===== src/rtl/id_ex_if.sv =====
// Decode-to-execute bundle: decode-side request fields, EX/MEM write info, EX-latched outputs.
interface id_ex_if #(
  parameter int unsigned DW   = 16,
  parameter int unsigned RW   = 3,
  parameter int unsigned CTLW = 8,
  parameter int unsigned CNTW = 16
);
  logic            id_valid;
  logic [RW-1:0]   id_rs_sel;
  logic            id_rs_used;
  logic [RW-1:0]   id_rt_sel;
  logic            id_rt_used;
  logic [DW-1:0]   id_rdata1;
  logic [DW-1:0]   id_rdata2;
  logic [DW-1:0]   id_imm;
  logic [RW-1:0]   id_dst_sel;
  logic            id_dst_we;
  logic            id_is_load;
  logic [CTLW-1:0] id_ctl;
  logic [RW-1:0]   mem_dst_sel;
  logic            mem_dst_we;
  logic            ex_stall;
  logic            flush;

  logic            id_stall;
  logic            ex_valid;
  logic [DW-1:0]   ex_a;
  logic [DW-1:0]   ex_b;
  logic [DW-1:0]   ex_imm;
  logic [RW-1:0]   ex_dst_sel;
  logic            ex_dst_we;
  logic            ex_is_load;
  logic [CTLW-1:0] ex_ctl;
  logic [CNTW-1:0] bubble_cnt;

  modport master (
    output id_valid, id_rs_sel, id_rs_used, id_rt_sel, id_rt_used, id_rdata1, id_rdata2,
           id_imm, id_dst_sel, id_dst_we, id_is_load, id_ctl, mem_dst_sel, mem_dst_we,
           ex_stall, flush,
    input  id_stall, ex_valid, ex_a, ex_b, ex_imm, ex_dst_sel, ex_dst_we, ex_is_load,
           ex_ctl, bubble_cnt
  );

  modport slave (
    input  id_valid, id_rs_sel, id_rs_used, id_rt_sel, id_rt_used, id_rdata1, id_rdata2,
           id_imm, id_dst_sel, id_dst_we, id_is_load, id_ctl, mem_dst_sel, mem_dst_we,
           ex_stall, flush,
    output id_stall, ex_valid, ex_a, ex_b, ex_imm, ex_dst_sel, ex_dst_we, ex_is_load,
           ex_ctl, bubble_cnt
  );
endinterface


===== src/rtl/id_ex_stage.sv =====
// ID->EX pipeline register with RAW hazard stall against EX and MEM pending writes.
// No forwarding path exists; WB writes are covered by the register-file bypass.
module id_ex_stage #(
  parameter int unsigned DW   = 16,
  parameter int unsigned RW   = 3,
  parameter int unsigned CTLW = 8,
  parameter int unsigned CNTW = 16
) (
  input logic   clk,
  input logic   rst,
  id_ex_if.slave bus
);
  localparam logic [0:0]      ST_EMPTY = 1'b0;
  localparam logic [0:0]      ST_FULL  = 1'b1;
  localparam logic [CNTW-1:0] CNT_MAX  = '1;

  logic [0:0]      state_q, state_d;
  logic            ex_dst_we_q, ex_dst_we_d;
  logic            ex_is_load_q, ex_is_load_d;
  logic [RW-1:0]   ex_dst_sel_q, ex_dst_sel_d;
  logic [DW-1:0]   ex_a_q, ex_a_d;
  logic [DW-1:0]   ex_b_q, ex_b_d;
  logic [DW-1:0]   ex_imm_q, ex_imm_d;
  logic [CTLW-1:0] ex_ctl_q, ex_ctl_d;
  logic [CNTW-1:0] bubble_cnt_q, bubble_cnt_d;

  logic ex_full;
  logic rs_match, rt_match, hz;

  assign ex_full = (state_q == ST_FULL);

  // Source operand collides with a write still in flight in EX or MEM
  always_comb begin
    rs_match = (ex_full & ex_dst_we_q & (ex_dst_sel_q == bus.id_rs_sel)) |
               (bus.mem_dst_we & (bus.mem_dst_sel == bus.id_rs_sel));
    rt_match = (ex_full & ex_dst_we_q & (ex_dst_sel_q == bus.id_rt_sel)) |
               (bus.mem_dst_we & (bus.mem_dst_sel == bus.id_rt_sel));
    hz       = bus.id_valid & ((bus.id_rs_used & rs_match) | (bus.id_rt_used & rt_match));
  end

  assign bus.id_stall = ~rst & ~bus.flush & (hz | bus.ex_stall);

  // Next-state: flush > ex_stall > hazard bubble > load
  always_comb begin
    state_d      = state_q;
    ex_dst_we_d  = ex_dst_we_q;
    ex_is_load_d = ex_is_load_q;
    ex_dst_sel_d = ex_dst_sel_q;
    ex_a_d       = ex_a_q;
    ex_b_d       = ex_b_q;
    ex_imm_d     = ex_imm_q;
    ex_ctl_d     = ex_ctl_q;
    bubble_cnt_d = bubble_cnt_q;
    if (bus.flush) begin
      state_d      = ST_EMPTY;
      ex_dst_we_d  = 1'b0;
      ex_is_load_d = 1'b0;
      ex_dst_sel_d = '0;
      ex_a_d       = '0;
      ex_b_d       = '0;
      ex_imm_d     = '0;
      ex_ctl_d     = '0;
    end else if (bus.ex_stall) begin
      state_d = state_q;
    end else if (hz) begin
      state_d      = ST_EMPTY;
      ex_dst_we_d  = 1'b0;
      ex_is_load_d = 1'b0;
      bubble_cnt_d = (bubble_cnt_q == CNT_MAX) ? bubble_cnt_q : bubble_cnt_q + CNTW'(1);
    end else begin
      state_d      = bus.id_valid ? ST_FULL : ST_EMPTY;
      ex_dst_we_d  = bus.id_dst_we & bus.id_valid;
      ex_is_load_d = bus.id_is_load & bus.id_valid;
      ex_dst_sel_d = bus.id_dst_sel;
      ex_a_d       = bus.id_rdata1;
      ex_b_d       = bus.id_rdata2;
      ex_imm_d     = bus.id_imm;
      ex_ctl_d     = bus.id_ctl;
    end
  end

  always_ff @(posedge clk) begin
    if (rst) begin
      state_q      <= ST_EMPTY;
      ex_dst_we_q  <= 1'b0;
      ex_is_load_q <= 1'b0;
      ex_dst_sel_q <= '0;
      ex_a_q       <= '0;
      ex_b_q       <= '0;
      ex_imm_q     <= '0;
      ex_ctl_q     <= '0;
      bubble_cnt_q <= '0;
    end else begin
      state_q      <= state_d;
      ex_dst_we_q  <= ex_dst_we_d;
      ex_is_load_q <= ex_is_load_d;
      ex_dst_sel_q <= ex_dst_sel_d;
      ex_a_q       <= ex_a_d;
      ex_b_q       <= ex_b_d;
      ex_imm_q     <= ex_imm_d;
      ex_ctl_q     <= ex_ctl_d;
      bubble_cnt_q <= bubble_cnt_d;
    end
  end

  assign bus.ex_valid   = ex_full;
  assign bus.ex_dst_we  = ex_dst_we_q;
  assign bus.ex_is_load = ex_is_load_q;
  assign bus.ex_dst_sel = ex_dst_sel_q;
  assign bus.ex_a       = ex_a_q;
  assign bus.ex_b       = ex_b_q;
  assign bus.ex_imm     = ex_imm_q;
  assign bus.ex_ctl     = ex_ctl_q;
  assign bus.bubble_cnt = bubble_cnt_q;
endmodule


===== src/flat_wrapper.sv =====
// flat-port wrapper written by rule: the top's interface ports become plain ports
module id_ex_stage_flat 
#(
  parameter int unsigned DW   = 16,
  parameter int unsigned RW   = 3,
  parameter int unsigned CTLW = 8,
  parameter int unsigned CNTW = 16
)
  (clk, rst, bus_id_valid, bus_id_rs_sel, bus_id_rs_used, bus_id_rt_sel, bus_id_rt_used, bus_id_rdata1, bus_id_rdata2, bus_id_imm, bus_id_dst_sel, bus_id_dst_we, bus_id_is_load, bus_id_ctl, bus_mem_dst_sel, bus_mem_dst_we, bus_ex_stall, bus_flush, bus_id_stall, bus_ex_valid, bus_ex_a, bus_ex_b, bus_ex_imm, bus_ex_dst_sel, bus_ex_dst_we, bus_ex_is_load, bus_ex_ctl, bus_bubble_cnt);
  id_ex_if #(.DW(DW), .RW(RW), .CTLW(CTLW), .CNTW(CNTW)) bus_i ();
  input logic clk;
  input logic rst;
  input wire logic [$bits(bus_i.id_valid)-1:0] bus_id_valid;
  input wire logic [$bits(bus_i.id_rs_sel)-1:0] bus_id_rs_sel;
  input wire logic [$bits(bus_i.id_rs_used)-1:0] bus_id_rs_used;
  input wire logic [$bits(bus_i.id_rt_sel)-1:0] bus_id_rt_sel;
  input wire logic [$bits(bus_i.id_rt_used)-1:0] bus_id_rt_used;
  input wire logic [$bits(bus_i.id_rdata1)-1:0] bus_id_rdata1;
  input wire logic [$bits(bus_i.id_rdata2)-1:0] bus_id_rdata2;
  input wire logic [$bits(bus_i.id_imm)-1:0] bus_id_imm;
  input wire logic [$bits(bus_i.id_dst_sel)-1:0] bus_id_dst_sel;
  input wire logic [$bits(bus_i.id_dst_we)-1:0] bus_id_dst_we;
  input wire logic [$bits(bus_i.id_is_load)-1:0] bus_id_is_load;
  input wire logic [$bits(bus_i.id_ctl)-1:0] bus_id_ctl;
  input wire logic [$bits(bus_i.mem_dst_sel)-1:0] bus_mem_dst_sel;
  input wire logic [$bits(bus_i.mem_dst_we)-1:0] bus_mem_dst_we;
  input wire logic [$bits(bus_i.ex_stall)-1:0] bus_ex_stall;
  input wire logic [$bits(bus_i.flush)-1:0] bus_flush;
  output wire logic [$bits(bus_i.id_stall)-1:0] bus_id_stall;
  output wire logic [$bits(bus_i.ex_valid)-1:0] bus_ex_valid;
  output wire logic [$bits(bus_i.ex_a)-1:0] bus_ex_a;
  output wire logic [$bits(bus_i.ex_b)-1:0] bus_ex_b;
  output wire logic [$bits(bus_i.ex_imm)-1:0] bus_ex_imm;
  output wire logic [$bits(bus_i.ex_dst_sel)-1:0] bus_ex_dst_sel;
  output wire logic [$bits(bus_i.ex_dst_we)-1:0] bus_ex_dst_we;
  output wire logic [$bits(bus_i.ex_is_load)-1:0] bus_ex_is_load;
  output wire logic [$bits(bus_i.ex_ctl)-1:0] bus_ex_ctl;
  output wire logic [$bits(bus_i.bubble_cnt)-1:0] bus_bubble_cnt;
  assign bus_i.id_valid = bus_id_valid;
  assign bus_i.id_rs_sel = bus_id_rs_sel;
  assign bus_i.id_rs_used = bus_id_rs_used;
  assign bus_i.id_rt_sel = bus_id_rt_sel;
  assign bus_i.id_rt_used = bus_id_rt_used;
  assign bus_i.id_rdata1 = bus_id_rdata1;
  assign bus_i.id_rdata2 = bus_id_rdata2;
  assign bus_i.id_imm = bus_id_imm;
  assign bus_i.id_dst_sel = bus_id_dst_sel;
  assign bus_i.id_dst_we = bus_id_dst_we;
  assign bus_i.id_is_load = bus_id_is_load;
  assign bus_i.id_ctl = bus_id_ctl;
  assign bus_i.mem_dst_sel = bus_mem_dst_sel;
  assign bus_i.mem_dst_we = bus_mem_dst_we;
  assign bus_i.ex_stall = bus_ex_stall;
  assign bus_i.flush = bus_flush;
  assign bus_id_stall = bus_i.id_stall;
  assign bus_ex_valid = bus_i.ex_valid;
  assign bus_ex_a = bus_i.ex_a;
  assign bus_ex_b = bus_i.ex_b;
  assign bus_ex_imm = bus_i.ex_imm;
  assign bus_ex_dst_sel = bus_i.ex_dst_sel;
  assign bus_ex_dst_we = bus_i.ex_dst_we;
  assign bus_ex_is_load = bus_i.ex_is_load;
  assign bus_ex_ctl = bus_i.ex_ctl;
  assign bus_bubble_cnt = bus_i.bubble_cnt;
  id_ex_stage #(.DW(DW), .RW(RW), .CTLW(CTLW), .CNTW(CNTW)) u_core (.clk(clk), .rst(rst), .bus(bus_i));
endmodule

===== config.mk =====
export PLATFORM = sky130hd
export DESIGN_NAME = id_ex_stage_flat
export DESIGN_NICKNAME = d
export VERILOG_FILES = /design/src/rtl/id_ex_if.sv /design/src/rtl/id_ex_stage.sv /design/src/flat_wrapper.sv
export SDC_FILE = /design/constraint.sdc
export NUM_CORES = 1
export LEC_CHECK = 0
export BUFFER_PORTS_ARGS = -buffer_cell sky130_fd_sc_hd__buf_2
export CAP_MARGIN = 20
export CORE_ASPECT_RATIO = 0.8
export CORE_MARGIN = 2
export CORE_UTILIZATION = 45
export DETAILED_ROUTE_END_ITERATION = 8
export GPL_TIMING_DRIVEN = 1
export PLACE_DENSITY = 0.79
export SLEW_MARGIN = 20
export SYNTH_ARGS = -nofsm -noshare
export SYNTH_HDL_FRONTEND = slang
export SYNTH_SLANG_ARGS = --single-unit

===== constraint.sdc =====
create_clock -name clk -period 2.8 [get_ports clk]
set_clock_uncertainty 0.2 [all_clocks]
set_input_delay 0.28 -clock clk [delete_from_list [all_inputs] [get_ports clk]]
set_output_delay 0.28 -clock clk [all_outputs]
set_load 0.1 [all_outputs]

==> results of run 1 <==
## state kept, by name (all words and copies together), names as in the netlist
| name | flops |
|---|---|
| u_core.bus.ex_dst_we | 1 |
| u_core.bus.ex_a | 16 |
| u_core.bus.bubble_cnt | 16 |
| u_core.bus.ex_valid | 1 |
| u_core.bus.ex_ctl | 8 |
| u_core.bus.ex_imm | 16 |
| u_core.bus.ex_dst_sel | 3 |
| u_core.bus.ex_is_load | 1 |
| u_core.bus.ex_b | 16 |
## per-stage QoR
stage                     instances  utilization [%]  hold WS (ps)
after floorplan                 388                -         205.7
after global placement          616            59.35         239.3
after detailed placement        616            59.35         243.0
after CTS                       693            71.68         48.69
after global routing            693            71.68         69.95
final                           693            71.68         68.65
## tightest hold or removal path, stage by stage
cell,delay (ps)
buf_2,160
nand2_1,80
a21oi_1,50
## cell type report
type                    instances  area, um^2
flip-flops and latches         78        1583
clock buffers                  11       162.7
repair buffers                226        1474
clock inverters                 5       63.81
multi-input cells             285        1471
well taps                      87       108.9
inverters                       1       3.754
fillers                       518        1923
## path summary, 6_finish.rpt
kind,from,depth (start not counted),end
hold / removal,bus_ex_stall,3,u_core.bus.ex_valid$_SDFFE_PP0N_
setup / recovery,u_core.bus.ex_dst_sel[2]$_SDFFE_PP0P_,6,bus_id_stall
hold reg to reg,u_core.bus.ex_ctl[1]$_SDFFE_PP0P_,2,u_core.bus.ex_ctl[1]$_SDFFE_PP0P_
setup reg to reg,u_core.bus.ex_dst_sel[2]$_SDFFE_PP0P_,7,u_core.bus.bubble_cnt[13]$_SDFFE_PP0P_
## timing repair
| action | 4_1_cts | 5_1_grt |
|---|---|---|
| hold buffers | 61 | 0 |
| hold endpoints to repair | 61 | 0 |
| setup buffers | 0 | 0 |
## layout by cell type (no fill, tap or decap), types with 2 or more instances in the layout
cell type      Yosys  layout
a211oi_2           2       2
a21oi_1           63      63
and2_1             2       2
and3_1             2       2
buf_2              2     155
buf_4              2       9
clkbuf_8           0      10
clkinv_4           0       2
dfxtp_1           78      69
dfxtp_2            0       5
dfxtp_4            0       4
dlygate4sd3_1      0      61
nand2_1          131     131
nand3_1            4       4
nand4_1            6       6
nor2_1            17      16
nor3_1             2       2
nor4_1             2       2
o2111ai_1          2       2
o211ai_1           4       4
o21ai_0            2       2
o21ai_1            4       4
o31ai_1            2       2
or4_1              2       2
or4_4              2       2
xnor2_1            6       6
xor2_1            17      17
## kinds of logic after synthesis
logic type	after synthesis
DFF	78
AOI/OAI and AO/OA	85
xor gates and xnor gates	23
and+or+nand+nor	175
muxes	1
buffers and inverters	25
adders and majority gates	1
## per-layer routing
metal	up-vias	wire [um]	GRT usage, %
met2	144	5111	47.36
met5	-	0	0
met1	1647	4065	30.17
met4	0	250	10.70
met3	29	606	6.322
li1	1725	-	-
## power breakdown
part	internal, mW	leakage [nW]	switching, mW	total [mW]
clock	0.497	0.111	0.429	0.925
combinational	0.157	1.48	0.355	0.513
sequential	1.13	0.639	0.0156	1.15
total	1.79	2.24	0.800	2.59
==> impl_metrics.yaml, run 1 <==
outcome:
  outcome: "completed"
floorplan:
  die_h_um: 78.36
  num_io_pins: 157
  rows: 27
  die-area_um2: 7597
  die_x_um: 96.95
  start_util_pct: 45.81
  core_um2: 6790
grt:
  grtUsageTotal_pct: 26.30
  grt_pass1_wl_um: 16190
  grt_start_max_net_pins: 39
  grt_pass1_vias: 3424
  antenna_found_initial: 0
  overflow: 0
cells_and_area:
  fin_nets: 680
  final_area_um2: 4867
  area.growth.synth_to_final_pct: 56.48
  drive_gt1_share_pct: 32.84
  diodes: 0
placed_design:
  post-place-ws_ps: 382.6
  io_buffers: 156
  gp_congestion: 0.8759
  hpwl_um: 6257
  place_area_um2: 4030
synthesis:
  synthArstFlopShare_pct: 0
  synth.top_cell.area_share_pct: 50.20
  synth_fp_nets: 467
  synthAdderAreaFrac_pct: 0.4023
  syn_inst: 388
  yosys_warnings: 0
  ys.flop_type: "dfxtp_1"
  ys_seq_area_share_pct: 50.20
  synth_commonest_cells: "nand2_1 (131), dfxtp_1 (78), a21oi_1 (63), nor2_1 (17), xor2_1 (17)"
  synth_xor_area_share_pct: 6.476
  ys_seq_elements: 78
  avgSynthCellArea_um2: 8.017
  synth_cell_type_count: 38
  muxShareOfSynthArea_pct: 0.3218
  synthTopCellsByArea: "dfxtp_1 (50%), nand2_1 (16%), a21oi_1 (10%)"
  yosys.area_share.simple_pct: 23.61
  synth-edff-count: 0
  synth_top_family_by_area: "simple AND/OR/NAND/NOR gates"
  yosysTopAreaCell: "dfxtp_1"
  syn_area_um2: 3110
  yosysMostFrequentCell: "nand2_1"
  synth_compound_area_share_pct: 15.65
timing:
  worst_slew_pin_slew_ps: 574.7
  final_hold_viol_count: 0
  slew_headroom_pct: 61.33
  setup_viol: 0
  fin_ws_ps: 282.9
  fin_crit_ps: 2517
  max_freq_mhz: 397.3
  setup-tns-final_ps: 0
  rsz0062_at_grt: "no"
  finalCritPeriodShare_pct: 89.90
  slew_viol_final: 0
clock_network:
  cts_root_buf: "clkbuf_8"
  clock_latency_ps: 340
  cts_sinks: 78
  clk_path_buf_depth: 2
  htreeDepth: 3
  path_clk_slew_ps: 80
  cts_buffers: 9
  cts_tree: "done"
  ctsResizeCount: 0
detailed_routing:
  wl_um: 10030
  viasPerCell: 5.115
  avgRoutedWirePerCell_um: 14.48
  firstDrtPassIters: 4
  final_antenna_net_count: 0
  vias: 3545
  drtIter0Drc: 148
  drc_errors: 0
critical_path:
  critPathRequiredTime_ps: 2320
  path_cells: "xor2_1 -> or4_4 -> nand2_1 -> a221oi_4 -> nor2_4 -> buf_12"
  crit_arrival_ps: 2040
  max_stage_delay_ps: 530
  endpoint_kind: "output port"
  rrSetupSlack_ps: 390
  path_buf_inv: 1
  slowest_stage: "or4_4"
  start_kind: "flop"
  setup.worst_path.class: "reg -> out"
  crit_path_max_fanout: 4
  critPathTopFamily: "simple AND/OR/NAND/NOR gates"
power:
  p_per_area_nw_per_um2: 531.9
  ir_drop_mv: 0.4114
  leakagePower_nw: 2.235
  finalPower_mw: 2.589
flow_run:
  cap_violations: 0
worst_hold_path:
  hold_path_class: "in -> reg"
Note: power is estimated with default switching activity, not from simulation.
==> run 2: changes to the inputs <==
Settings changed: ABC_AREA set to 1, CORE_ASPECT_RATIO 0.8 to not set, CORE_UTILIZATION 45 to 47, GPL_TIMING_DRIVEN 1 to not set, PLACE_DENSITY 0.79 to 0.8.
==> impl_metrics.yaml, run 2 <==
grt:
  grt_pass1_wl_um: 15190
  antenna_found_initial: 0
  met3_usage_pct: 5.119
  gr-usage-met1_pct: 26.13
  grtUsageTotal_pct: 24.16
  top_usage_layer: "met2"
  grt_start_max_net_pins: 60
  overflow: 0
  use_met2_pct: 44.45
  grt_pass1_vias: 3576
cells_and_area:
  multi_input_area_um2: 1588
  fin_nets: 779
  drive_gt1_share_pct: 26.88
  nFillCells: 614
  stdcell_count: 802
  diodes: 0
  seq_area_um2: 1568
  area.growth.synth_to_final_pct: 42.79
  final_cell_mix: "nor2_1 (166), buf_2 (155), nand2_1 (85)"
  layout_commonest_cell: "nor2_1"
timing:
  slew_headroom_pct: 64.90
  worst_slew_pin_slew_ps: 530.2
  slew_viol_final: 0
  final_hold_viol_count: 0
  fin_crit_ps: 2542
  max_freq_mhz: 393.4
  rsz0062_at_grt: "no"
  finalCritPeriodShare_pct: 90.79
  setup_viol: 0
  setup-tns-final_ps: 0
worst_hold_path:
  holdPathStages: 3
  min_from: "bus_id_ctl[2]"
  hold_path_class: "in -> reg"
  hold_end: "u_core.bus.ex_ctl[2]$_SDFFE_PP0P_"
synthesis:
  syn_area_um2: 3447
  synth.top_cell.area_share_pct: 45.30
  yosysTopAreaCell: "dfxtp_1"
  syn_inst: 511
  ys.flop_type: "dfxtp_1"
  synthTopCellsByArea: "dfxtp_1 (45%), nor2_1 (18%), nand2_1 (9.3%)"
  synth_cell_type_count: 26
  synthArstFlopShare_pct: 0
  yosys_warnings: 0
  synth_fp_nets: 590
  synth_commonest_cells: "nor2_1 (168), nand2_1 (85), dfxtp_1 (78), o21ai_0 (58), inv_1 (47)"
  ys_seq_elements: 78
  avgSynthCellArea_um2: 6.746
  ys_seq_area_share_pct: 45.30
  yosysMostFrequentCell: "nor2_1"
  synth-edff-count: 0
critical_path:
  critPathRequiredTime_ps: 2320
  crit_path_max_fanout: 29
  rrSetupSlack_ps: 580
  crit_arrival_ps: 2060
  setup.worst_path.class: "reg -> out"
  start_kind: "flop"
  rr_startpoint: "u_core.bus.ex_dst_sel[0]$_SDFFE_PP0P_"
  endpoint_kind: "output port"
  r2r.worst_path.cells: 13
  crit_start: "u_core.bus.ex_dst_sel[0]$_SDFFE_PP0P_"
  reg2reg_to: "u_core.bus.ex_b[5]$_SDFFE_PP0P_"
floorplan:
  die-area_um2: 8035
  die_x_um: 89.64
  rows: 31
  start_util_pct: 48.04
  num_io_pins: 157
  core_um2: 7176
  die_h_um: 89.64
detailed_routing:
  final_antenna_net_count: 0
  firstDrtPassIters: 4
  drc_errors: 0
  drtIter0Drc: 126
  wl_um: 9836
  viasPerCell: 4.768
  avgRoutedWirePerCell_um: 12.26
  vias: 3824
clock_network:
  cts_sinks: 78
  clock_latency_ps: 330
  cts_buffers: 9
  cts_tree: "done"
  clk_path_buf_depth: 2
  cts_setup_buffers: 0
  path_clk_slew_ps: 80
  htreeDepth: 3
  cts_root_buf: "clkbuf_8"
placed_design:
  gp_congestion: 0.8845
  hpwl_um: 6672
  io_buffers: 156
  dpl.cell_count: 747
power:
  p_per_area_nw_per_um2: 546.9
  ir_drop_mv: 0.3362
  leakagePower_nw: 2.501
outcome:
  outcome: "completed"
flow_run:
  cap_violations: 0
-- run 2: report_power, final --
| group | internal [mW] | switching, mW | total (mW) |
|---|---|---|---|
| combinational | 0.155 | 0.465 | 0.620 |
| sequential | 1.15 | 0.0216 | 1.17 |
| clock | 0.515 | 0.385 | 0.900 |
| total | 1.82 | 0.871 | 2.69 |
-- run 2: critical path: stages, from the launching register on --
cell and delay [ps]:
dfxtp_2 370, inv_1 60, nand2_1 60, nand2_1 50, nor2_1 80, nand2_1 60, nand2_1 80, nand2_2 80
nand2_4 170, nand2_4 80, nand2_4 230, inv_2 110, nor2_4 120, buf_12 180
-- run 2: layer usage --
| metal | up-vias | share of wire (%) | routed length [um] |
|---|---|---|---|
| met5 | - | 0 | 0 |
| met4 | 0 | 2.7 | 269 |
| met3 | 24 | 6.6 | 651 |
| met2 | 138 | 50 | 4919 |
| met1 | 1692 | 41 | 3996 |
| li1 | 1970 | - | - |
-- run 2: layout make-up --
type | count | area share [%]
clock inverters | 4 | 1.474
flip-flops and latches | 78 | 31.85
well taps | 99 | 2.517
clock buffers | 10 | 2.796
repair buffers | 200 | 25.22
inverters | 51 | 3.889
multi-input cells | 360 | 32.26
-- run 2: what timing repair did --
action	CTS	global route
hold buffers	41	0
endpoints found under the hold margin	42	0
resized for setup	0	0
-- run 2: worst max path at each step --
stage | slack (ps) | cells past startpoint | to
after global routing | 50 | 13 | bus_id_stall
after global placement | 630 | 14 | bus_id_stall
after CTS | 240 | 13 | bus_id_stall
after floorplan | 250 | 10 | u_core.bus.bubble_cnt[0]$_SDFFE_PP0P_
final | 260 | 13 | bus_id_stall
after detailed placement | 560 | 13 | u_core.bus.ex_a[11]$_SDFFE_PP0P_
-- run 2: through the flow --
stage / hold slack, ps / area (um^2) / power [mW] / util (%) / setup slack, ps
2_1_floorplan: 151.5 / 3461 / 1.640 / - / 247.8
3_3_place_gp: 251.5 / 4302 / 1.758 / 59.95 / 630.0
3_5_place_dp: 255.2 / 4302 / 1.768 / 59.95 / 556.4
4_1_cts: 1.551 / 4922 / 2.707 / 68.60 / 242.7
5_1_grt: 3.686 / 4922 / 2.801 / 68.60 / 53.92
6_report: 9.009 / 4922 / 2.692 / 68.60 / 257.8
-- run 2: kinds of logic (layout without fill, tap and decap cells) --
family | count (synthesis) | after routing | share of synthesized area, %
simple gates | 283 | 283 | 33.94
flops | 78 | 78 | 45.30
compound gates | 74 | 74 | 10.82
buf+inv | 73 | 265 | 9.074
xor+xnor | 2 | 2 | 0.5083
fa+ha+maj | 1 | 1 | 0.3629
==> run 3: changes to the inputs <==
Settings changed: CORE_ASPECT_RATIO set to 0.9.
==> impl_metrics.yaml, run 3 (same netlist as run 2, synthesis figures left out) <==
outcome:
  outcome: "completed"
clock_network:
  cts_root_buf: "clkbuf_8"
  clk_path_buf_depth: 2
  cts_sinks: 78
  clock_latency_ps: 340
  cts_hold_buf: 50
  path_clk_slew_ps: 90
  cts_tree: "done"
  cts_buffers: 9
  htreeDepth: 3
  cts_setup_buffers: 0
  ctsResizeCount: 0
timing:
  max_freq_mhz: 391.0
  fin_crit_ps: 2557
  rsz0062_at_grt: "no"
  setup_viol: 0
  final_hold_viol_count: 0
  slew_viol_final: 0
  setup-tns-final_ps: 0
  finalCritPeriodShare_pct: 91.34
  worst_slew_pin_slew_ps: 517.1
  slew_headroom_pct: 65.76
detailed_routing:
  firstDrtPassIters: 4
  wl_met1_um: 4288
  viasPerCell: 4.892
  dr_wl_met2_um: 5256
  drtIter0Drc: 184
  wl_met3_um: 741
  wl_um: 10610
  drc_errors: 0
  vias: 3953
  routed.top_layer: "met4"
  final_antenna_net_count: 0
  avgRoutedWirePerCell_um: 13.13
cells_and_area:
  fin_nets: 789
  layout_commonest_cell: "nor2_1"
  final_cell_mix: "nor2_1 (166), buf_2 (155), nand2_1 (85)"
  area.growth.synth_to_final_pct: 45.01
  post-route-util_pct: 70.65
  drive_gt1_share_pct: 26.71
  diodes: 0
  stdcell_count: 808
critical_path:
  reg2reg_to: "u_core.bus.ex_a[4]$_SDFFE_PP0P_"
  endpoint: "bus_id_stall"
  slowest_stage: "dfxtp_2"
  critPathRequiredTime_ps: 2320
  path_cells: "inv_2 -> nand2_1 -> nand2_1 -> nor2_1 -> nand2_1 -> nand2_1 -> nand2_1 -> nand2_4 -> nand2_4 -> nand2_4 -> inv_2 -> nor2_4 -> buf_12"
  crit_path_max_fanout: 32
  rrSetupSlack_ps: 560
  r2r.worst_path.cells: 14
  crit_top_cell: "nand2_1"
  crit_arrival_ps: 2080
  crit_start: "u_core.bus.ex_dst_sel[2]$_SDFFE_PP0P_"
  setup.worst_path.class: "reg -> out"
  max_stage_delay_ps: 370
  start_kind: "flop"
  rr_startpoint: "u_core.bus.ex_dst_sel[2]$_SDFFE_PP0P_"
  endpoint_kind: "output port"
grt:
  grtUsageTotal_pct: 26.40
  antenna_found_initial: 0
  overflow: 0
  grt_pass1_wl_um: 16830
  grt_pass1_vias: 3750
  grt_start_max_net_pins: 52
power:
  power_switching_uw: 903.8
  clkPwrFrac_pct: 32.5
  p_per_area_nw_per_um2: 536.3
  p_seq_share_pct: 43.7
  ir_drop_mv: 0.3907
  comb_power_share_pct: 23.7
  leakagePower_nw: 2.534
  switching_share_pct: 33.72
  p_int_mw: 1.777
floorplan:
  rows: 29
  die_h_um: 85.25
  die-area_um2: 8036
  core_um2: 7076
  die_x_um: 94.27
  start_util_pct: 48.72
  num_io_pins: 157
worst_hold_path:
  hold_path_class: "in -> reg"
placed_design:
  dpl.cell_count: 742
  io_buffers: 156
  gp_congestion: 0.8348
  hpwl_um: 6653
flow_run:
  cap_violations: 0
==> run 3: cell types whose count changed in the layout (fill, tap and decap cells not counted) <==
cell           delta
clkbuf_1          +1
bufinv_16         -1
clkinv_2          -1
buf_4             +2
dlygate4sd3_1     +9
inv_6             +1
clkbuf_8          +1
buf_12            -1
clkinvlp_4        +1
==> run 3: layout make-up <==
type                       count  area [um^2]
fill                         578         2077
tap                           93        116.4
sequential                    78         1568
multi-input combinational    360         1588
timing repair buffer         210         1326
inverter                      51        191.4
clock buffer                  12        155.1
clock inverter                 4        53.80
==> run 3: worst max-delay path, delay by kind of cell (launching register included) <==
family                 cells  cell delay, ps
AND/OR/NAND/NOR           10            1020
flip-flops                 1             370
buffers and inverters      3             320
==> run 3: power groups by stage <==
stage | clock (mW) | sequential [mW] | combinational, mW
global route | 0.939 | 1.18 | 0.671
floorplan | 0 | 1.49 | 0.151
global placement | 0 | 1.19 | 0.561
detailed placement | 0 | 1.20 | 0.569
finish | 0.872 | 1.17 | 0.636
CTS | 0.889 | 1.17 | 0.625
==> run 3: worst min path at each step <==
stage	from	to	slack, ps	cells past startpoint
after floorplan	rst	u_core.bus.bubble_cnt[15]$_SDFFE_PP0P_	150	1
after global placement	u_core.bus.ex_valid$_SDFFE_PP0N_	u_core.bus.ex_valid$_SDFFE_PP0N_	250	2
after detailed placement	u_core.bus.ex_valid$_SDFFE_PP0N_	u_core.bus.ex_valid$_SDFFE_PP0N_	260	2
after CTS	bus_id_rdata1[9]	u_core.bus.ex_a[9]$_SDFFE_PP0P_	0.5	3
after global routing	bus_id_imm[9]	u_core.bus.ex_imm[9]$_SDFFE_PP0P_	10	3
final	bus_id_ctl[0]	u_core.bus.ex_ctl[0]$_SDFFE_PP0P_	10	3
==> run 3: per-layer routing <==
| layer | vias up | track usage (%) |
|---|---|---|
| li1 | 1986 | - |
| met1 | 1782 | 29.82 |
| met2 | 156 | 46.69 |
| met3 | 29 | 7.638 |
| met4 | 0 | 10.41 |
| met5 | - | 0 |
==> run 3: stage by stage <==
stage          instance area (um^2)  total power [mW]  hold slack (ps)  worst slack [ps]
2_1_floorplan                  3461             1.640            151.5             247.8
3_3_place_gp                   4289             1.755            253.6             617.4
3_5_place_dp                   4289             1.766            260.4             551.5
4_1_cts                        4999             2.684           0.5184             237.4
5_1_grt                        4999             2.788            11.76             40.03
6_report                       4999             2.681            13.87             242.5
